===== config.mk =====
export PLATFORM = sky130hd
export DESIGN_NAME = svo_tmds_gearbox
export DESIGN_NICKNAME = d
export VERILOG_FILES = /design/src/rtl/svo_tmds_gearbox.sv
export SDC_FILE = /design/constraint.sdc
export NUM_CORES = 1
export LEC_CHECK = 0
export BUFFER_PORTS_ARGS = -buffer_cell sky130_fd_sc_hd__buf_2
export CORE_MARGIN = 1.5
export CORE_UTILIZATION = 50
export CTS_CLUSTER_SIZE = 30
export DETAILED_ROUTE_END_ITERATION = 8
export PLACE_DENSITY = 0.81
export SYNTH_ARGS = -nofsm -noshare
export SYNTH_HDL_FRONTEND = slang
export SYNTH_SLANG_ARGS = --single-unit
export TNS_END_PERCENT = 50

===== constraint.sdc =====
create_clock -name clk -period 2 [get_ports clk]
set_input_delay 0.3 -clock clk [delete_from_list [all_inputs] [get_ports clk]]
set_output_delay 0.3 -clock clk [all_outputs]
set_load 0.05 [all_outputs]

===== src/rtl/svo_tmds_gearbox.sv =====
`default_nettype none
// ============================================================================
// Module   : svo_tmds_gearbox
// Purpose  : Narrows 10-bit TMDS symbols to OUT_W-bit words (LSB first) for
//            the output serializer, with one symbol of skid buffering and
//            idle-symbol insertion on underflow.
// Revision : 1.0 - initial release
// ============================================================================
module svo_tmds_gearbox #(
   parameter int         OUT_W    = 2,
   parameter logic [9:0] IDLE_SYM = 10'b1101010100
) (
   input  logic             clk,
   input  logic             reset,
   input  logic [9:0]       in_data,
   input  logic             in_valid,
   output logic             in_ready,
   input  logic             out_en,
   output logic [OUT_W-1:0] out_data,
   output logic             out_first,
   output logic             underflow,
   input  logic             underflow_clr
);

   // Words per symbol and phase counter sizing; a single-word symbol keeps a
   // one-bit counter that never leaves zero.
   localparam int c_K  = 10 / OUT_W;
   localparam int c_PW = (c_K > 1) ? $clog2(c_K) : 1;
   localparam logic [c_PW-1:0] c_PLAST = c_PW'(c_K - 1);
   localparam logic [c_PW-1:0] c_PONE  = (c_K == 1) ? '0 : c_PW'(1);

   logic [9:0]       r_h;
   logic             r_hv;
   logic [9:0]       r_s;
   logic [c_PW-1:0]  r_p;
   logic [OUT_W-1:0] r_out_data;
   logic             r_out_first;
   logic             r_underflow;

   logic             w_load;
   logic             w_shift;
   logic             w_xfer;
   logic [9:0]       w_x;

   assign w_load   = out_en && (r_p == '0);
   assign w_shift  = out_en && (r_p != '0);
   assign in_ready = !r_hv || w_load;
   assign w_xfer   = in_valid && in_ready;
   // Symbol to launch at a load: held data, or the idle control symbol.
   assign w_x      = r_hv ? r_h : IDLE_SYM;

   assign out_data  = r_out_data;
   assign out_first = r_out_first;
   assign underflow = r_underflow;

   // Hold-register payload; its contents only matter while r_hv is set.
   always_ff @(posedge clk) begin
      if (w_xfer) begin
         r_h <= in_data;
      end
   end

   // Hold valid flag, shift/phase datapath and registered outputs.
   always_ff @(posedge clk) begin
      if (reset) begin
         r_hv        <= 1'b0;
         r_s         <= '0;
         r_p         <= '0;
         r_out_data  <= '0;
         r_out_first <= 1'b0;
         r_underflow <= 1'b0;
      end else begin
         // A refill in the load cycle keeps the buffer full with new data.
         if (w_xfer) begin
            r_hv <= 1'b1;
         end else if (w_load) begin
            r_hv <= 1'b0;
         end

         if (w_load) begin
            r_out_data  <= w_x[OUT_W-1:0];
            r_s         <= w_x >> OUT_W;
            r_out_first <= 1'b1;
            r_p         <= c_PONE;
         end else if (w_shift) begin
            r_out_data  <= r_s[OUT_W-1:0];
            r_s         <= r_s >> OUT_W;
            r_out_first <= 1'b0;
            r_p         <= (r_p == c_PLAST) ? '0 : r_p + 1'b1;
         end

         // Sticky underflow; a fresh insertion beats a clear in the same cycle.
         if (w_load && !r_hv) begin
            r_underflow <= 1'b1;
         end else if (underflow_clr) begin
            r_underflow <= 1'b0;
         end
      end
   end

endmodule
`default_nettype wire


==> impl_metrics.prom <==
# TYPE chip_impl_metric gauge
chip_impl_metric{name="worstPathBufferInverterCount",unit=""} 2
chip_impl_metric{name="final_util",unit="%"} 60.98
chip_impl_info{name="ys_top_cells_by_area",value="sky130_fd_sc_hd__dfxtp_1 (30%), sky130_fd_sc_hd__edfxtp_1 (28%), sky130_fd_sc_hd__a21oi_1 (7.5%), sky130_fd_sc_hd__and2b_1 (5.6%), sky130_fd_sc_hd__a31oi_1 (4.7%)"} 1
chip_impl_metric{name="post_cts_setup_inserts",unit=""} 0
chip_impl_metric{name="timing.final.max_slew_violations",unit=""} 0
chip_impl_info{name="cts_tree",value="built"} 1
chip_impl_metric{name="postRouteWirelength",unit="µm"} 1640
chip_impl_metric{name="ioPinCount",unit=""} 20
chip_impl_metric{name="timing.final.hold_violations",unit=""} 0
chip_impl_metric{name="maximum_number_of_pins_on_one_net_before_global_route_repair",unit=""} 28
chip_impl_metric{name="groute.usage.overall",unit="%"} 15.05
chip_impl_metric{name="worstSkewPairLatency",unit="ns"} 0.31
chip_impl_metric{name="max-slew-margin-rel",unit="%"} 72.26
chip_impl_metric{name="fraction_of_post_synthesis_cell_area_in_the_top_cell_type_by_area",unit="%"} 29.91
chip_impl_metric{name="placementRows",unit=""} 16
chip_impl_metric{name="area.growth.synth_to_final",unit="%"} 12.85
chip_impl_metric{name="worst-endpoint-required",unit="ns"} 1.70
chip_impl_metric{name="via_count_of_the_first_global_routing_pass",unit=""} 611
chip_impl_metric{name="skew",unit="ns"} 0.002907
chip_impl_info{name="timing.rr.end",value="r_h[3]"} 1
chip_impl_metric{name="router_iterations_before_antenna_repair",unit=""} 4
chip_impl_info{name="timing.critical_path.from_type",value="register"} 1
chip_impl_metric{name="drc",unit=""} 0
chip_impl_metric{name="wl_met2",unit="µm"} 804
chip_impl_info{name="synth.cells.most_frequent",value="sky130_fd_sc_hd__a21oi_1 (16), sky130_fd_sc_hd__dfxtp_1 (16), sky130_fd_sc_hd__edfxtp_1 (10)"} 1
chip_impl_metric{name="cts_hold_repair.buffers",unit=""} 0
chip_impl_metric{name="initial_core_utilization",unit="%"} 54.04
chip_impl_metric{name="cts_repair_resize_count",unit=""} 0
chip_impl_metric{name="r2r_setup_slack",unit="ns"} 0.34
chip_impl_metric{name="number_of_synthesized_flops_with_an_enable_pin",unit=""} 10
chip_impl_metric{name="floorplan.die_area",unit="µm²"} 2429
chip_impl_metric{name="synth-seq-area-share",unit="%"} 57.94
chip_impl_metric{name="setup_slack",unit="ns"} 0.1757
chip_impl_metric{name="power.static_leakage",unit="nW"} 0.4894
chip_impl_metric{name="dp_hpwl",unit="µm"} 1171
chip_impl_metric{name="crit_cells",unit=""} 5
chip_impl_metric{name="finalSetupTns",unit="ns"} 0
chip_impl_info{name="cts.root.buffer_cell",value="sky130_fd_sc_hd__clkbuf_4"} 1
chip_impl_metric{name="worstPathArrival",unit="ns"} 1.52
chip_impl_metric{name="finish.net_count",unit=""} 134
chip_impl_metric{name="width_of_the_die",unit="µm"} 49.28
chip_impl_metric{name="critPathMaxStageDelay",unit="ns"} 0.36
chip_impl_metric{name="avg_synthesized_cell_area",unit="µm²"} 10.93
chip_impl_info{name="capturing_instance_or_port_of_the_critical_path",value="in_ready"} 1
chip_impl_info{name="run_status",value="complete, no violations"} 1
chip_impl_metric{name="grt_antenna_before_repair",unit=""} 0
chip_impl_metric{name="io_buffers",unit=""} 19
chip_impl_metric{name="yosys_warnings",unit=""} 0
chip_impl_metric{name="syn_inst",unit=""} 98
chip_impl_metric{name="detail_route.wl_per_cell",unit="µm"} 11.47
chip_impl_info{name="highest-signal-layer",value="met4"} 1
chip_impl_metric{name="fmax",unit="MHz"} 548.2
chip_impl_metric{name="fp.dieH",unit="µm"} 49.28
chip_impl_metric{name="ys_seq_elements",unit=""} 26
chip_impl_info{name="critPathSlowestCell",value="sky130_fd_sc_hd__dfxtp_1"} 1
chip_impl_metric{name="grt_first_pass_wirelength",unit="µm"} 2704
chip_impl_info{name="critical_path.cell_chain",value="inv_1 > ha_1 > nand3b_1 > nand2_1 > buf_2"} 1
chip_impl_info{name="cpLargestDelayFamily",value="flip-flops"} 1
chip_impl_info{name="postSynth.topFlopCell",value="sky130_fd_sc_hd__dfxtp_1"} 1
chip_impl_metric{name="mappedNetlistNets",unit=""} 115
chip_impl_metric{name="drive_gt1_share",unit="%"} 23.28
chip_impl_metric{name="postSynth.asyncResetShare",unit="%"} 0
chip_impl_metric{name="cellPowerDensity",unit="nW/µm²"} 880.4
chip_impl_metric{name="worst_slew_pin_slew",unit="ns"} 0.4162
chip_impl_metric{name="min_period_over_period",unit="%"} 91.22
chip_impl_metric{name="met1_length",unit="µm"} 723
chip_impl_metric{name="post-route-min-period",unit="ns"} 1.824
chip_impl_metric{name="summed_instance_area_of_the_synthesized_netlist",unit="µm²"} 1071
chip_impl_metric{name="cp_max_fo",unit=""} 7
chip_impl_metric{name="post_drt_via_cell_ratio",unit=""} 5.189
chip_impl_metric{name="core_region_area",unit="µm²"} 1982
chip_impl_metric{name="cts-root-to-sink-buffers",unit=""} 2
chip_impl_metric{name="tritoncts_num_sinks",unit=""} 26
chip_impl_info{name="rsz_0062_raised_after_global_routing",value="no"} 1
chip_impl_metric{name="place_ws",unit="ns"} 0.3536
chip_impl_metric{name="antenna_cells_inserted",unit=""} 0
chip_impl_metric{name="irDropWorstVdd",unit="V"} 0.0005473
chip_impl_metric{name="num-fill-cells",unit=""} 159
chip_impl_info{name="reg_to_reg_startpoint",value="r_p[0]"} 1
chip_impl_metric{name="ff2ff_path_depth",unit=""} 5
chip_impl_metric{name="number_of_nets_with_antenna_violations_after_routing",unit=""} 0
chip_impl_metric{name="routed-via-count",unit=""} 742
chip_impl_metric{name="wl_met3",unit="µm"} 89
chip_impl_info{name="critical_path.endpoint_type",value="primary output"} 1
chip_impl_metric{name="clock_input_transition_at_the_sequential_cells_of_the_worst_setup_and_hold_paths",unit="ns"} 0.13
chip_impl_metric{name="htree_levels",unit=""} 1
chip_impl_metric{name="drt_iter0_drcs",unit=""} 16
chip_impl_info{name="critical_path.startpoint",value="r_p[0]"} 1
chip_impl_info{name="timing.setup.critical_path_class",value="register to primary output"} 1
chip_impl_metric{name="numCtsBuffers",unit=""} 3
chip_impl_info{name="hold_path.class",value="input port to register"} 1
chip_impl_metric{name="ys_types",unit=""} 25
chip_impl_metric{name="cap_violations",unit=""} 0
chip_impl_info{name="synthDominantAreaCellType",value="sky130_fd_sc_hd__dfxtp_1"} 1
chip_impl_metric{name="globalRouteOverflowTotal",unit=""} 0
chip_impl_metric{name="gp_congestion",unit=""} 0.6967
chip_impl_metric{name="setup_violations",unit=""} 0
cells in the final DEF (no fill, tap or decap), drive strengths merged, types with 2 or more instances in the layout:
master   n
dfxtp   16
edfxtp  10
nor2     3
nand2b   5
nand2    7
buf     20
and2b    8
clkbuf   3
inv      3
ha       2
o21ai    6
a31oi    8
a21oi   16
stage by stage:
step                      area [µm²]  total power (W)  hold slack [ns]  instances
after floorplan                 1071        0.0007006           0.3989         98
after global placement          1156        0.0007225           0.4566        139
after detailed placement        1156        0.0007268           0.4606        139
after CTS                       1209         0.001074           0.1416        143
after global routing            1209         0.001106           0.1259        143
final                           1209         0.001064           0.1514        143
metal layers:
metal,GRT usage [%],vias up
met5,0,-
met4,7.143,0
met3,3.681,4
met2,24.32,27
met1,18.80,327
li1,-,384
report_power, final:
group / switching, W / internal, W / leakage, nW / total, W
Combinational: 0.0000748 / 0.0000433 / 0.234 / 0.000118
Sequential: 0.0000133 / 0.000584 / 0.228 / 0.000597
Clock: 0.000146 / 0.000203 / 0.0279 / 0.000349
kinds of logic after synthesis:
group           Yosys count  synth area share [%]
compound gates           31                 16.47
fa+ha+maj                 2                 2.336
buf+inv                   9                 5.840
flops                    26                 57.94
simple gates             30                 17.41
flip-flops by register name, indices dropped and copies added (netlist names):
name	count
r_h	10
r_s	8
r_p	3
out_data	2
out_first	1
r_hv	1
underflow	1
how the worst min path moves through the flow:
stage | start | to | slack (ns) | depth (start not counted)
final | in_data[2] | r_h[2] | 0.15 | 1
after floorplan | in_data[0] | r_h[0] | 0.40 | 0
after global routing | in_data[9] | r_h[9] | 0.13 | 1
after detailed placement | r_s[7] | r_s[7] | 0.46 | 2
after CTS | in_data[2] | r_h[2] | 0.14 | 1
after global placement | r_s[6] | r_s[6] | 0.46 | 2
layout make-up:
| class | count | area, µm² | share of cell area [%] |
|---|---|---|---|
| multi-input cells | 63 | 387.9 | 32.09 |
| clock buffers | 3 | 22.52 | 1.863 |
| flip-flops and latches | 26 | 620.6 | 51.35 |
| inverters | 3 | 11.26 | 0.9317 |
| repair buffers | 20 | 102.6 | 8.489 |
| clock inverters | 1 | 30.03 | 2.484 |
| well taps | 27 | 33.78 | 2.795 |
Power figures use the tool's default switching activity.
